File: src/rtl/dbus_core_port_if.sv
// Core-side request/response and arbiter-lane signals of one dbus_core_port.
// Zero latency; slave modport is the port's own view, master is the core/arbiter side.
`ifndef DMEM_ADDRW
`define DMEM_ADDRW 12
`endif

interface dbus_core_port_if #(
  parameter int DMEM_ADDRW = `DMEM_ADDRW
);
  logic                  req_valid_i;
  logic                  req_ready_o;
  logic                  req_we_i;
  logic [DMEM_ADDRW+1:0] req_addr_i;
  logic [31:0]           req_wdata_i;
  logic [1:0]            req_size_i;
  logic                  req_unsigned_i;
  logic                  req_lr_i;
  logic                  req_sc_i;
  logic                  resp_valid_o;
  logic [31:0]           resp_rdata_o;
  logic                  resp_err_o;
  logic                  bus_re_o;
  logic                  bus_we_o;
  logic [DMEM_ADDRW-1:0] bus_addr_o;
  logic [31:0]           bus_wdata_o;
  logic [3:0]            bus_wstrb_o;
  logic                  bus_is_lr_o;
  logic                  bus_is_sc_o;
  logic [31:0]           bus_rdata_i;
  logic                  bus_stall_i;

  modport slave (
    input  req_valid_i, req_we_i, req_addr_i, req_wdata_i, req_size_i,
           req_unsigned_i, req_lr_i, req_sc_i, bus_rdata_i, bus_stall_i,
    output req_ready_o, resp_valid_o, resp_rdata_o, resp_err_o,
           bus_re_o, bus_we_o, bus_addr_o, bus_wdata_o, bus_wstrb_o,
           bus_is_lr_o, bus_is_sc_o
  );

  modport master (
    output req_valid_i, req_we_i, req_addr_i, req_wdata_i, req_size_i,
           req_unsigned_i, req_lr_i, req_sc_i, bus_rdata_i, bus_stall_i,
    input  req_ready_o, resp_valid_o, resp_rdata_o, resp_err_o,
           bus_re_o, bus_we_o, bus_addr_o, bus_wdata_o, bus_wstrb_o,
           bus_is_lr_o, bus_is_sc_o
  );
endinterface

File: src/rtl/dbus_core_port.sv
// Per-core load/store/LR/SC adapter feeding one arbiter lane; DBUS_PORT_LOAD_EXT_EN adds load extraction.
// Latency: response RD_LAT+1 cycles after grant (T+3 unstalled, RD_LAT=1); errors respond at T+1.
// Backpressure: one request outstanding, bus request held stable under stall, response never stalled.
`ifndef DMEM_ADDRW
`define DMEM_ADDRW 12
`endif

module dbus_core_port #(
  parameter int DMEM_ADDRW = `DMEM_ADDRW,
  parameter int RD_LAT     = 1
) (
  input logic               clk_i,
  input logic               rst_ni,
  dbus_core_port_if.slave   io
);

  typedef enum logic [2:0] {S_IDLE, S_ISSUE, S_WAIT, S_RESP, S_ERR} state_t;

  state_t      state;
  logic [1:0]  lat_cnt;
  logic        illegal;
  logic [3:0]  map_strb;
  logic [31:0] map_wdata;
  logic [31:0] rdata_fmt;

`ifdef DBUS_PORT_LOAD_EXT_EN
  logic        lat_we;
  logic        lat_uns;
  logic [1:0]  lat_size;
  logic [1:0]  lat_off;
  logic [31:0] rd_shift;
`endif

  always_comb begin
    illegal = (io.req_size_i == 2'd3)
            | ((io.req_size_i == 2'd1) & io.req_addr_i[0])
            | ((io.req_size_i == 2'd2) & (io.req_addr_i[1:0] != 2'b00))
            | ((io.req_lr_i | io.req_sc_i) & (io.req_size_i != 2'd2))
            | (io.req_lr_i & io.req_sc_i)
            | (io.req_lr_i & io.req_we_i)
            | (io.req_sc_i & ~io.req_we_i);
    case (io.req_size_i)
      2'd0: begin
        map_strb  = 4'b0001 << io.req_addr_i[1:0];
        map_wdata = {4{io.req_wdata_i[7:0]}};
      end
      2'd1: begin
        map_strb  = 4'b0011 << io.req_addr_i[1:0];
        map_wdata = {2{io.req_wdata_i[15:0]}};
      end
      default: begin
        map_strb  = 4'b1111;
        map_wdata = io.req_wdata_i;
      end
    endcase
    if (!io.req_we_i) begin
      map_strb  = 4'b0000;
      map_wdata = 32'h0;
    end
  end

  always_comb begin
    rdata_fmt = io.bus_rdata_i;
`ifdef DBUS_PORT_LOAD_EXT_EN
    rd_shift = io.bus_rdata_i >> {lat_off, 3'b000};
    // LR is always an aligned word, so it falls through to the full-word case.
    if (!lat_we) begin
      case (lat_size)
        2'd0:    rdata_fmt = lat_uns ? {24'h0, rd_shift[7:0]}
                                     : {{24{rd_shift[7]}}, rd_shift[7:0]};
        2'd1:    rdata_fmt = lat_uns ? {16'h0, rd_shift[15:0]}
                                     : {{16{rd_shift[15]}}, rd_shift[15:0]};
        default: rdata_fmt = rd_shift;
      endcase
    end
`endif
  end

  always_ff @(posedge clk_i or negedge rst_ni) begin
    if (!rst_ni) begin
      state           <= S_IDLE;
      lat_cnt         <= 2'd0;
      io.req_ready_o  <= 1'b1;
      io.resp_valid_o <= 1'b0;
      io.resp_rdata_o <= 32'h0;
      io.resp_err_o   <= 1'b0;
      io.bus_re_o     <= 1'b0;
      io.bus_we_o     <= 1'b0;
      io.bus_addr_o   <= '0;
      io.bus_wdata_o  <= 32'h0;
      io.bus_wstrb_o  <= 4'h0;
      io.bus_is_lr_o  <= 1'b0;
      io.bus_is_sc_o  <= 1'b0;
`ifdef DBUS_PORT_LOAD_EXT_EN
      lat_we          <= 1'b0;
      lat_uns         <= 1'b0;
      lat_size        <= 2'd0;
      lat_off         <= 2'd0;
`endif
    end else begin
      io.resp_valid_o <= 1'b0;
      io.resp_err_o   <= 1'b0;
      case (state)
        S_IDLE: begin
          if (io.req_valid_i) begin
            io.req_ready_o <= 1'b0;
`ifdef DBUS_PORT_LOAD_EXT_EN
            lat_we   <= io.req_we_i;
            lat_uns  <= io.req_unsigned_i;
            lat_size <= io.req_size_i;
            lat_off  <= io.req_addr_i[1:0];
`endif
            if (illegal) begin
              state           <= S_ERR;
              io.resp_valid_o <= 1'b1;
              io.resp_err_o   <= 1'b1;
              io.resp_rdata_o <= 32'h0;
            end else begin
              state          <= S_ISSUE;
              io.bus_re_o    <= ~io.req_we_i;
              io.bus_we_o    <= io.req_we_i;
              io.bus_addr_o  <= io.req_addr_i[DMEM_ADDRW+1:2];
              io.bus_wdata_o <= map_wdata;
              io.bus_wstrb_o <= map_strb;
              io.bus_is_lr_o <= io.req_lr_i;
              io.bus_is_sc_o <= io.req_sc_i;
            end
          end
        end
        S_ISSUE: begin
          // The first unstalled cycle is the grant; the request drops right after it.
          if (!io.bus_stall_i) begin
            state          <= S_WAIT;
            lat_cnt        <= 2'(RD_LAT - 1);
            io.bus_re_o    <= 1'b0;
            io.bus_we_o    <= 1'b0;
            io.bus_wstrb_o <= 4'h0;
            io.bus_is_lr_o <= 1'b0;
            io.bus_is_sc_o <= 1'b0;
          end
        end
        S_WAIT: begin
          if (lat_cnt == 2'd0) begin
            state           <= S_RESP;
            io.resp_valid_o <= 1'b1;
            io.resp_rdata_o <= rdata_fmt;
          end else begin
            lat_cnt <= lat_cnt - 2'd1;
          end
        end
        S_RESP, S_ERR: begin
          state          <= S_IDLE;
          io.req_ready_o <= 1'b1;
        end
        default: begin
          state          <= S_IDLE;
          io.req_ready_o <= 1'b1;
        end
      endcase
    end
  end

endmodule
File: src/flat_wrapper.sv
// flat-port wrapper written by rule: the top's interface ports become plain ports
module dbus_core_port_flat 
#(
  parameter int DMEM_ADDRW = `DMEM_ADDRW,
  parameter int RD_LAT     = 1
)
  (clk_i, rst_ni, io_req_valid_i, io_req_we_i, io_req_addr_i, io_req_wdata_i, io_req_size_i, io_req_unsigned_i, io_req_lr_i, io_req_sc_i, io_bus_rdata_i, io_bus_stall_i, io_req_ready_o, io_resp_valid_o, io_resp_rdata_o, io_resp_err_o, io_bus_re_o, io_bus_we_o, io_bus_addr_o, io_bus_wdata_o, io_bus_wstrb_o, io_bus_is_lr_o, io_bus_is_sc_o);
  dbus_core_port_if #(.DMEM_ADDRW(DMEM_ADDRW)) io_i ();
  input logic clk_i;
  input logic rst_ni;
  input wire logic [$bits(io_i.req_valid_i)-1:0] io_req_valid_i;
  input wire logic [$bits(io_i.req_we_i)-1:0] io_req_we_i;
  input wire logic [$bits(io_i.req_addr_i)-1:0] io_req_addr_i;
  input wire logic [$bits(io_i.req_wdata_i)-1:0] io_req_wdata_i;
  input wire logic [$bits(io_i.req_size_i)-1:0] io_req_size_i;
  input wire logic [$bits(io_i.req_unsigned_i)-1:0] io_req_unsigned_i;
  input wire logic [$bits(io_i.req_lr_i)-1:0] io_req_lr_i;
  input wire logic [$bits(io_i.req_sc_i)-1:0] io_req_sc_i;
  input wire logic [$bits(io_i.bus_rdata_i)-1:0] io_bus_rdata_i;
  input wire logic [$bits(io_i.bus_stall_i)-1:0] io_bus_stall_i;
  output wire logic [$bits(io_i.req_ready_o)-1:0] io_req_ready_o;
  output wire logic [$bits(io_i.resp_valid_o)-1:0] io_resp_valid_o;
  output wire logic [$bits(io_i.resp_rdata_o)-1:0] io_resp_rdata_o;
  output wire logic [$bits(io_i.resp_err_o)-1:0] io_resp_err_o;
  output wire logic [$bits(io_i.bus_re_o)-1:0] io_bus_re_o;
  output wire logic [$bits(io_i.bus_we_o)-1:0] io_bus_we_o;
  output wire logic [$bits(io_i.bus_addr_o)-1:0] io_bus_addr_o;
  output wire logic [$bits(io_i.bus_wdata_o)-1:0] io_bus_wdata_o;
  output wire logic [$bits(io_i.bus_wstrb_o)-1:0] io_bus_wstrb_o;
  output wire logic [$bits(io_i.bus_is_lr_o)-1:0] io_bus_is_lr_o;
  output wire logic [$bits(io_i.bus_is_sc_o)-1:0] io_bus_is_sc_o;
  assign io_i.req_valid_i = io_req_valid_i;
  assign io_i.req_we_i = io_req_we_i;
  assign io_i.req_addr_i = io_req_addr_i;
  assign io_i.req_wdata_i = io_req_wdata_i;
  assign io_i.req_size_i = io_req_size_i;
  assign io_i.req_unsigned_i = io_req_unsigned_i;
  assign io_i.req_lr_i = io_req_lr_i;
  assign io_i.req_sc_i = io_req_sc_i;
  assign io_i.bus_rdata_i = io_bus_rdata_i;
  assign io_i.bus_stall_i = io_bus_stall_i;
  assign io_req_ready_o = io_i.req_ready_o;
  assign io_resp_valid_o = io_i.resp_valid_o;
  assign io_resp_rdata_o = io_i.resp_rdata_o;
  assign io_resp_err_o = io_i.resp_err_o;
  assign io_bus_re_o = io_i.bus_re_o;
  assign io_bus_we_o = io_i.bus_we_o;
  assign io_bus_addr_o = io_i.bus_addr_o;
  assign io_bus_wdata_o = io_i.bus_wdata_o;
  assign io_bus_wstrb_o = io_i.bus_wstrb_o;
  assign io_bus_is_lr_o = io_i.bus_is_lr_o;
  assign io_bus_is_sc_o = io_i.bus_is_sc_o;
  dbus_core_port #(.DMEM_ADDRW(DMEM_ADDRW), .RD_LAT(RD_LAT)) u_core (.clk_i(clk_i), .rst_ni(rst_ni), .io(io_i));
endmodule
File: config.mk
export PLATFORM = sky130hd
export DESIGN_NAME = dbus_core_port_flat
export DESIGN_NICKNAME = d
export VERILOG_FILES = /design/src/rtl/dbus_core_port_if.sv /design/src/rtl/dbus_core_port.sv /design/src/flat_wrapper.sv
export SDC_FILE = /design/constraint.sdc
export NUM_CORES = 1
export LEC_CHECK = 0
export CORE_AREA = 2 2 104 106
export DETAILED_ROUTE_END_ITERATION = 12
export DIE_AREA = 0 0 106 108
export GPL_TIMING_DRIVEN = 0
export HOLD_SLACK_MARGIN = 0.03
export PLACE_DENSITY = 0.8
export SLEW_MARGIN = 20
export SYNTH_ARGS = -nofsm -noshare
export SYNTH_HDL_FRONTEND = slang
export SYNTH_SLANG_ARGS = --single-unit
File: constraint.sdc
create_clock -name clk_i -period 2.2 [get_ports clk_i]
set_clock_uncertainty 0.05 [all_clocks]
set_input_delay 0.22 -clock clk_i [delete_from_list [all_inputs] [get_ports clk_i]]
set_output_delay 0.22 -clock clk_i [all_outputs]
set_load 0.02 [all_outputs]
Word-level counts from Yosys, hierarchy flattened:

Cells that the tools add are included.
Widths: inputs -> output; s select.

* $add $sub $neg: 1
* multiply operators: 0
* div/mod/pow operators: 0
* order comparisons: 0
* eq/ne operators: 12
* shifts and indexed selects: 2
* mux-type cells: 40
* bitwise logic cells: 16
* reductions and logical operators: 14

Operators by type and width (count)
* $mux 32: 4
* $pmux 32 s2: 2
* $mux 4: 4
* $pmux 4 s2: 2
* $mux 1: 14
* $mux 3: 4
* $pmux 1 s2: 6
* $ne 2x2->1 const B: 5
* $pmux 3 s3: 1
* $reduce_and 3->1: 3
* $reduce_and 4->1: 2
* $reduce_bool 2->1: 4
* $or 1x1->1: 7
* $and 1x1->1: 6
* $eq 2x2->1 const B: 2
* $logic_not 2->1: 2
* $mux 2: 2
* $ne 2x1->1 const B: 2
* $pmux 2 s2: 1
* $shl 1x2->4 const A: 1
* $shl 2x2->4 const A: 1
* $eq 3x1->1 const B: 1
* $eq 3x2->1 const B: 1
* $logic_not 3->1: 1
* other kinds (5): 7

* flip-flop bits (word level): 92
* bits in latches: 0
* RAM bits: 0
* ROM bits: 0
* output and inout bits: 87
* logic and storage cells: 98
* memories: 0

Longest topological paths before layout:

Gate-level depths: netlist of the first run.

* depth after elaboration: 11
* depth in mapped cells: 7
* gate-level depth less buffers: 6

Least setup slack after synthesis of the first run:

OpenSTA, ideal clock, no wires.

* path kind: flip-flop to flip-flop
* start: register u_core.state[2]
* end: register u_core.io.bus_addr_o[10] (netlist name)
* library setup time: 0.127 ns
* arrival: 1.541 ns
* path slack: 0.482 ns
* stages on the path, launching flop included: 6
* buffers on the path: 1
* path through: dfrtp_1 > nor4b_2 > nand2_2 > nor2_4 > buf_6 > mux2_1

* word-level cells in the longest chain between the ends: 2

RTL lines
* start: declaration: line dbus_core_port.sv:19 `state_t state;`
* start signal: assignment: line dbus_core_port.sv:81 `state <= S_IDLE;`
* start signal: assignment: line dbus_core_port.sv:114 `state <= S_ERR;`
* start signal: assignment: line dbus_core_port.sv:119 `state <= S_ISSUE;`
* $logic_not 3->1: line dbus_core_port.sv:103 `case (state)`
* $reduce_and 3->1 (no source line)
* end signal: assignment: line dbus_core_port.sv:122 `io.bus_addr_o <= io.req_addr_i[DMEM_ADDRW+1:2];`
* end: declaration: line dbus_core_port_if.sv:36 `bus_re_o, bus_we_o, bus_addr_o, bus_wdata_o, bus_wstrb_o,`

No other way between the ends.
A chain may end at the register's enable or synchronous reset.

Worst setup path after layout of the first run:

* start: input io_req_addr_i[0]
* end: register u_core.io.bus_wdata_o[14] (netlist name)

* word-level cells in the longest chain between the ends: 9
* elaborated cells on any way between the ends: 11

RTL lines
* start: declaration: line flat_wrapper.sv:13 `input wire logic [$bits(io_i.req_addr_i)-1:0] io_req_addr_i;`
* $and 1x1->1 / $reduce_bool 2->1 (equally long branches): line dbus_core_port.sv:36, dbus_core_port.sv:37
* $or 1x1->1 / $and 1x1->1 (equally long branches): line dbus_core_port.sv:36, dbus_core_port.sv:37
* $or 1x1->1 *: line dbus_core_port.sv:37 `| ((io.req_size_i == 2'd2) & (io.req_addr_i[1:0] != 2'b00))`
* $or 1x1->1 *: line dbus_core_port.sv:38 `| ((io.req_lr_i | io.req_sc_i) & (io.req_size_i != 2'd2))`
* $or 1x1->1 *: line dbus_core_port.sv:39 `| (io.req_lr_i & io.req_sc_i)`
* $or 1x1->1 *: line dbus_core_port.sv:40 `| (io.req_lr_i & io.req_we_i)`
* $or 1x1->1 *: line dbus_core_port.sv:41 `| (io.req_sc_i & ~io.req_we_i);`
* $not 1->1 (no source line) *
* $reduce_and 3->1 (no source line) *
* end signal: assignment: line dbus_core_port.sv:123 `io.bus_wdata_o <= map_wdata;`
* end: declaration: line dbus_core_port_if.sv:36

Every way passes the cells marked *; elsewhere a longest branch is shown, timed or not.

==> run metrics, run 1 <==
hold path depth=3; Tmin final=about 2100 ps; crit-path max FO=10; unique cell type count in the Yosys netlist=46; first-pass GRT wire length=approximately 20000 µm; synthesized area=4350 µm²; # port buffers=around 170; FF+latch count, synth=92; DR pass1 iterations=4; sequential area share after synthesis=0.530; main flop type after synthesis=dfrtp_1; Final Hold Violating Endpoints=0; synth top area cells=dfrtp_1 (52%), nand2_1 (9.2%), o21ai_0 (8.4%); die area=roughly 11000 µm²; HP Start=io_bus_rdata_i[23]; fill count=around 860; Sink Count=slightly above 90; WP data required=approximately 2400 ps; Syn Area/Cell=about 10 µm²; largest net degree at the start of global routing=approximately 50; DRC Markers=0; Peak VDD IR=~0.65 mV; PD cells=1270 nW/µm²; asr flop ratio synth=1.00; via count=around 4000; Setup crit start kind=input pin; # rows=37; gr usage total=0.219; Routed WL per cell=between 15 and 20 µm; crit path cell chain=clkdlybuf4s50_1, o31ai_4, nand2_2, nor2_4, buf_6, mux2_1; Static Leak=2.71 nW; internal power=5.06 mW; final hold slack=between 300 and 400 ps; TritonCTS clock tree=done; Tightest Pin Transition=around 620 ps; Net Switching=between 3 and 4 mW; CP endpoint kind=flip-flop; layout cells sized above 1=0.0792; grt ovf=0; Reg2Reg Setup Slack=around 220 ps; largest area contributor in the netlist=dfrtp_1; latest clock arrival within the worst-skew pair=between 300 and 400 ps; sequential power share=0.353; Setup CP Type=in -> reg; Max Cap Violations=0; CP arrival=~2200 ps; initial core utilization=0.425; Period Utilization, post-route=0.937; Yosys top cell area share=0.524; hpwl dp=about 9500 µm; reg-to-reg endpoint=u_core.io.bus_wdata_o[14]; total wire length=~12000 µm; FF-to-FF Start=u_core.state[1]; Ys Warns=0; Iter 0 DRT Violations=~260; Worst Hold End=u_core.io.resp_rdata_o[23]; die height=~110 µm; slowest stage delay, CP=around 570 ps; CTS clk-pin slew, worst paths=90 ps; chip width=roughly 110 µm; power share of the combinational group=0.504; clock buffer depth=2; Cell Count, Final, Fillers Out=roughly 770; Routed Antenna Nets=0; RSZ-0062 raised after global routing=no; total placed cells including tap cells=751; GP Congestion=slightly above 0.9; nets@finish=between 700 and 800; diode count=0; synthesized instance count=between 400 and 500; fmax=a little under 500 MHz; I/O pins=roughly 180; CTS buffer count=9; Vias/cell=~5.3; Pins Over Slew Limit=0; Syn Nets=530; clk root buf=clkbuf_8; Max H-tree Level=3; final setup fails=0; vias in the first global route=between 4000 and 5000; Post-synth EDFFs=0; area of the core=just over 10000 µm²; clock share of power=0.143; Max-slew headroom=0.584; switch share=0.388; CP max stage cell=clkdlybuf4s50_1; Hold Path Class=in -> reg; Worst R2R Path Depth=5; Layout area overhead=49.5%; outcome=complete, no violations; initial antenna violation count=0
critical path: cells and delay by family:
family / cells / cell delay [ps]
buffers and inverters: 2 / 760
and+or+nand+nor: 2 / 430
AOI/OAI and AO/OA: 1 / 480
muxes: 1 / 340
registers in the layout (all words and copies together), names as in the netlist, 2 cells and up:
name,flops
u_core.io.resp_rdata_o,32
u_core.state,3
u_core.io.bus_addr_o,12
u_core.lat_cnt,2
u_core.io.bus_wstrb_o,4
u_core.io.bus_wdata_o,32
metrics by stage:
step	setup TNS [ps]	area, µm²	utilization	power, mW	setup slack (ps)
final	0	6500	0.635	8.28	138
after global routing	0	6500	0.635	8.80	14.4
after CTS	0	6490	0.635	8.35	108
after detailed placement	-6630	6270	0.613	7.14	-261
after global placement	-225180	6250	0.611	7.00	-2420
after floorplan	0	4350	-	5.00	482
layer usage:
layer	vias to the layer above	global-route usage	share of wire
met4	0	0.0996	0.029
li1	1915	-	-
met5	-	0	0
met3	27	0.0506	0.069
met2	157	0.363	0.48
met1	1929	0.274	0.42
power by group through the flow:
| stage | sequential, mW | combinational, mW | clock [mW] |
|---|---|---|---|
| 6_report | 2.93 | 4.17 | 1.18 |
| 5_1_grt | 3.02 | 4.49 | 1.29 |
| 4_1_cts | 2.93 | 4.20 | 1.22 |
| 3_5_place_dp | 2.95 | 4.19 | 0 |
| 3_3_place_gp | 2.91 | 4.09 | 0 |
| 2_1_floorplan | 3.81 | 1.19 | 0 |
Yosys cell counts (4+ instances only):
cell / count
a21boi_0: 9
a21oi_1: 5
a32o_1: 4
buf_2: 6
clkbuf_1: 22
dfrtp_1: 91
inv_1: 8
mux2_1: 15
mux2_2: 13
mux2i_1: 9
nand2_1: 106
nand3_1: 4
nor2_1: 4
nor3b_1: 5
o21ai_0: 73
o21ai_1: 4
o31ai_1: 24
layout make-up:
class | count | area [µm²] | share of cell area
flip-flops and latches | 92 | 2300 | 0.354
well taps | 136 | 170 | 0.0262
clock inverters | 3 | 45.0 | 0.00693
plain buffers | 33 | 159 | 0.0245
clock buffers | 12 | 165 | 0.0254
inverters | 8 | 30.0 | 0.00462
repair buffers | 175 | 1770 | 0.272
multi-input cells | 308 | 1860 | 0.286
what timing repair did:
item                                    in CTS  in global routing
gates resized for setup                      0                  1
hold endpoints to repair                    47                  0
endpoints found under the setup margin       0                  4
buffers inserted                             0                  0
hold buffers                                 1                  0
logic make-up after synthesis:
| logic type | Yosys count | share of synthesized area |
|---|---|---|
| mux | 37 | 0.0933 |
| simple gates | 133 | 0.132 |
| flops | 92 | 0.530 |
| buf+inv | 41 | 0.0435 |
| compound gates | 137 | 0.198 |
| fa+ha+maj | 1 | 0.00288 |
how the worst max path moves through the flow:
stage,to,cells after the start,from,slack [ps]
4_1_cts,u_core.io.bus_wdata_o[14],6,io_req_addr_i[0],110
6_report,u_core.io.bus_wdata_o[14],6,io_req_addr_i[0],140
2_1_floorplan,u_core.io.bus_addr_o[10],5,u_core.state[2],480
3_5_place_dp,u_core.io.bus_wdata_o[14],6,io_req_addr_i[0],-260
5_1_grt,u_core.io.bus_wdata_o[14],6,io_req_addr_i[0],10
3_3_place_gp,u_core.io.resp_rdata_o[23],1,rst_ni,-2420
placed cells by master (no fill, tap or decap), types with 2 or more instances in the layout:
cell type	count
clkdlybuf4s50_1	172
nand2_1	106
dfrtp_1	91
o21ai_0	73
o31ai_1	24
clkbuf_1	22
mux2_1	15
mux2_2	13
clkbuf_8	12
mux2i_1	9
a21boi_0	9
inv_1	8
buf_2	6
nor3b_1	5
a21oi_1	5
nand3_1	4
a32o_1	4
nor2_1	4
o21ai_1	4
nand2b_1	3
o21bai_1	3
buf_6	3
o311ai_0	3
a21o_1	2
and3_1	2
buf_4	2
clkinvlp_4	2
No activity file was read; power rests on OpenSTA's default activity.
==> run 2: changes to the inputs <==
--- a/config.mk
+++ b/config.mk
@@ -10,7 +10,7 @@
 export DIE_AREA = 0 0 106 108
 export GPL_TIMING_DRIVEN = 0
 export HOLD_SLACK_MARGIN = 0.03
-export PLACE_DENSITY = 0.8
+export PLACE_DENSITY = 0.77
 export SLEW_MARGIN = 20
 export SYNTH_ARGS = -nofsm -noshare
 export SYNTH_HDL_FRONTEND = slang
==> run 2 against run 1 <==
Net effect: clock power up 8%; sequential power is essentially flat; cell count is 0.13% higher; wire length is 0.16% lower; power rose by 1.2%; worst setup slack improved by 5.6 ps; first-iteration DRC count fell by 43%; critical path depth stayed put; die area unchanged; global-route usage decreased by 0.24 points; critical path type unchanged; largest cell class unchanged; largest power group unchanged; highest routed layer unchanged.
==> run metrics, run 2 (synthesis results as in run 1) <==
area of the core=roughly 10000 µm²; clock buffer depth=2; Peak VDD IR=around 0.83 mV; # port buffers=173; Layout area overhead=49.9%; crit-path max FO=10; WP data required=around 2400 ps; Max H-tree Level=3; Iter 0 DRT Violations=approximately 150; PD cells=roughly 1300 nW/µm²; Routed Antenna Nets=0; die area=between 10000 and 15000 µm²; chip width=~110 µm; crit path cell chain=clkdlybuf4s50_1, o31ai_4, nand2_2, nor2_4, buf_6, mux2_1; CTS clk-pin slew, worst paths=roughly 90 ps; CP max stage cell=clkdlybuf4s50_1; outcome=complete, no violations; CP arrival=approximately 2300 ps; CP endpoint kind=flip-flop; # rows=37; Max-slew headroom=0.675; diode count=0; Worst Setup Slack, final=143 ps; Cell Count, Final, Fillers Out=~770; Setup crit start kind=input pin; via count=4013; total power draw=approximately 8.4 mW; hpwl dp=9290 µm; RSZ-0062 raised after global routing=no; Period Utilization, post-route=0.935; gr usage total=0.217; TritonCTS clock tree=done; initial core utilization=0.425; Routed WL per cell=about 16 µm; Sink Count=92; CTS buffer count=9; latest clock arrival within the worst-skew pair=between 300 and 400 ps; Tightest Pin Transition=just under 500 ps; Hold Path Class=in -> async; vias in the first global route=between 3000 and 4000; Worst R2R Path Depth=5; Largest regs=u_core.io.bus_wdata_o x32, u_core.io.resp_rdata_o x32, u_core.io.bus_addr_o x12; most frequent cells in the layout=clkdlybuf4s50_1 (172), nand2_1 (106), dfrtp_1 (91); Setup CP Type=in -> reg; first-pass GRT wire length=a little under 20000 µm; Max Cap Violations=0; pre-CTS WS=-230 ps; initial antenna violation count=0; grt ovf=0; FF-to-FF Start=u_core.state[2]; leading cell type in the layout, fill and taps excluded=clkdlybuf4s50_1; GP Congestion=0.885; Layout Utilization=0.637; setup tns final=0 ps; layout cells sized above 1=0.0791; CP startpoint=io_req_addr_i[0]; I/O pins=175; slowest stage delay, CP=570 ps; die height=roughly 110 µm; fmax=just under 500 MHz; Final Hold Violating Endpoints=0; largest net degree at the start of global routing=between 50 and 60; nets@finish=between 700 and 800; Static Leak=roughly 2.7 nW; Pins Over Slew Limit=0; final setup fails=0; DR pass1 iterations=5; Vias/cell=5.23; DRC Markers=0; total placed cells including tap cells=751; Tmin final=between 2000 and 2500 ps; total wire length=around 12000 µm; fill count=845; clk root buf=clkbuf_8
[run 2: cell count changes in the layout (fill, tap and decap cells not counted)]
cell       before  now
a211oi_1        0    1
clkbuf_8       12   10
bufinv_16       1    2
inv_6           0    2
buf_6           3    4
buf_4           2    1
a211oi_2        1    0
[run 2: where the power goes]
group | switching, mW | internal [mW] | total [mW]
Combinational | 2.20 | 1.98 | 4.18
Sequential | 0.451 | 2.47 | 2.92
Clock | 0.603 | 0.679 | 1.28
Total | 3.25 | 5.13 | 8.38
[run 2: worst paths after layout]
path / end / slack (ps)
max: u_core.io.bus_wdata_o[9] / 140
max in group asynchronous: u_core.io.req_ready_o / 1180
min: u_core.io.bus_wdata_o[14] / 280
max reg2reg: u_core.io.bus_wdata_o[9] / 250
min in group clk_i: u_core.io.resp_rdata_o[17] / 350
min reg2reg: u_core.io.bus_wdata_o[13] / 440
[run 2: metal layers]
metal / track usage / part of all wire / vias to the layer above
met2: 0.358 / 0.48 / 160
met1: 0.283 / 0.43 / 1922
li1: - / - / 1913
met3: 0.0416 / 0.061 / 18
met4: 0.0865 / 0.022 / 0
met5: 0 / 0 / -
[run 2: critical path: cells and delay by family]
kind / cells / cell delay, ps
buffers and inverters: 2 / 760
multiplexers: 1 / 330
AO/OA/AOI/OAI: 1 / 490
AND/OR/NAND/NOR: 2 / 420
[run 2: metrics by stage]
| step | instance area, µm² | hold WS, ps |
|---|---|---|
| finish | 6520 | 279 |
| global route | 6520 | 319 |
| CTS | 6520 | 287 |
| detailed placement | 6280 | 110 |
| global placement | 6250 | 417 |
| floorplan | 4350 | -126 |
[run 2: layout make-up]
cell class | instances | area [µm²] | area share
buffer | 33 | 159 | 0.0244
clock buffer | 10 | 138 | 0.0211
clock inverter | 6 | 92.6 | 0.0142
inverter | 8 | 30.0 | 0.00461
multi-input combinational | 308 | 1850 | 0.285
sequential | 92 | 2300 | 0.353
tap | 136 | 170 | 0.0261
timing repair buffer | 175 | 1770 | 0.272
[run 2: what timing repair did]
action,in CTS,in global routing
hold buffers,1,0
gates resized for setup,0,0
hold endpoints to repair,40,0
setup buffers,0,0
==> run 3: changes to the inputs <==
--- a/config.mk
+++ b/config.mk
@@ -5,9 +5,9 @@
 export SDC_FILE = /design/constraint.sdc
 export NUM_CORES = 1
 export LEC_CHECK = 0
-export CORE_AREA = 2 2 104 106
+export CORE_AREA = 4 4 106 108
 export DETAILED_ROUTE_END_ITERATION = 12
-export DIE_AREA = 0 0 106 108
+export DIE_AREA = 0 0 110 112
 export GPL_TIMING_DRIVEN = 0
 export HOLD_SLACK_MARGIN = 0.03
 export PLACE_DENSITY = 0.77
==> run 3 against run 2 <==
Net effect: die area up 7.6%; worst setup slack better by 49 ps; fmax up 2.4%; critical path depth unchanged; non-clock buffer count unchanged; via count up 1.5%; cell area down 0.58%; global-route usage down 0.80 points; highest routed layer unchanged.
==> run metrics, run 3 (synthesis results as in run 1) <==
Final Hold Violating Endpoints=0; CP endpoint kind=flip-flop; Sink Count=92; first-pass GRT wire length=approximately 20000 µm; hpwl dp=9750 µm; Hold Path Class=in -> async; area of the core=10200 µm²; outcome=complete, no violations; TritonCTS clock tree=done; largest net degree at the start of global routing=between 50 and 60; via count=around 4000; WP data required=around 2400 ps; leading cell type in the layout, fill and taps excluded=clkdlybuf4s50_1; clock buffer depth=2; Pins Over Slew Limit=0; Setup crit start kind=input pin; Iter 0 DRT Violations=around 230; Tightest Pin Transition=~540 ps; Routed Antenna Nets=0; CTS buffer count=9; # port buffers=173; crit-path max FO=10; Max-slew headroom=0.640; setup tns final=0 ps; RSZ-0062 raised after global routing=no; chip width=approximately 110 µm; Max H-tree Level=3; final setup fails=0; vias in the first global route=roughly 4000; post-route cell area=between 6000 and 7000 µm²; initial antenna violation count=0; Tmin final=roughly 2000 ps; post-CTS setup buffer count=0; latest clock arrival within the worst-skew pair=350 ps; gr usage total=0.208; fill count=848; Layout area overhead=49.1%; clk root buf=clkbuf_8; Routed WL per cell=16.6 µm; fmax=498 MHz; Placed Area=around 6300 µm²; DRC Markers=0; die height=112 µm; Vias/cell=~5.3; DR pass1 iterations=5; Largest regs=u_core.io.bus_wdata_o x32, u_core.io.resp_rdata_o x32, u_core.io.bus_addr_o x12; die area=around 12000 µm²; CP arrival=2190 ps; GP Congestion=0.921; most frequent cells in the layout=clkdlybuf4s50_1 (172), nand2_1 (106), dfrtp_1 (91); initial core utilization=0.425; nets@finish=approximately 720; Period Utilization, post-route=0.913; CTS clk-pin slew, worst paths=about 90 ps; Static Leak=about 2.7 nW; PD cells=1260 nW/µm²; total wire length=around 13000 µm; # rows=37; diode count=0; Setup CP Type=in -> reg; Max Cap Violations=0; grt ovf=0; I/O pins=around 180; layout cells sized above 1=0.0807; Peak VDD IR=~0.62 mV
run 3: metal layers:
layer	up-vias	track usage	share of wire
li1	1907	-	-
met2	155	0.322	0.48
met1	1982	0.276	0.41
met4	0	0.0823	0.025
met3	28	0.0568	0.083
met5	-	0	0
run 3: critical path, stage by stage:
cell and delay, ps:
clkdlybuf4s50_1 590, o31ai_4 420, nand2_2 180, nor2_4 250, buf_6 190, mux2_1 330
run 3: area by class of cell:
class | count | area [µm²] | area share
flip-flops and latches | 92 | 2300 | 0.355
repair buffers | 175 | 1770 | 0.273
inverters | 8 | 30.0 | 0.00463
well taps | 136 | 170 | 0.0263
clock buffers | 11 | 151 | 0.0234
clock inverters | 5 | 36.3 | 0.00560
multi-input cells | 308 | 1860 | 0.287
plain buffers | 33 | 159 | 0.0245
run 3: path summary, 6_finish.rpt:
| check | startpoint | endpoint | slack, ps | depth (start not counted) |
|---|---|---|---|---|
| max | io_req_addr_i[0] | u_core.io.bus_addr_o[7] | 190 | 6 |
| min | rst_ni | u_core.io.bus_wdata_o[13] | 270 | 2 |
| max reg2reg | u_core.state[2] | u_core.io.bus_addr_o[7] | 240 | 5 |
| min reg2reg | u_core.io.bus_wdata_o[14] | u_core.io.bus_wdata_o[14] | 440 | 1 |
| max in group asynchronous | rst_ni | u_core.io.req_ready_o | 1180 | 3 |
| min in group clk_i | io_bus_rdata_i[19] | u_core.io.resp_rdata_o[19] | 350 | 3 |
run 3: report_power, final:
| part | internal, mW | switching, mW | leakage (nW) |
|---|---|---|---|
| clock | 0.472 | 0.595 | 0.0876 |
| combinational | 1.98 | 2.20 | 1.41 |
| sequential | 2.47 | 0.448 | 1.20 |
| total | 4.92 | 3.25 | 2.69 |
run 3: timing repair:
action | CTS | global route
setup endpoints to repair | 0 | 15
hold buffers | 1 | 0
endpoints found under the hold margin | 37 | 0
resized for setup | 0 | 1
run 3: stage by stage:
stage | utilization | hold slack (ps) | setup slack, ps | power, mW | cells
3_5_place_dp | 0.614 | 95.2 | -246 | 7.16 | 751
2_1_floorplan | - | -126 | 482 | 5.00 | 441
5_1_grt | 0.633 | 307 | 35.0 | 8.71 | 768
6_report | 0.633 | 270 | 192 | 8.17 | 768
3_3_place_gp | 0.611 | 418 | -2480 | 7.03 | 750
4_1_cts | 0.633 | 273 | 120 | 8.25 | 768
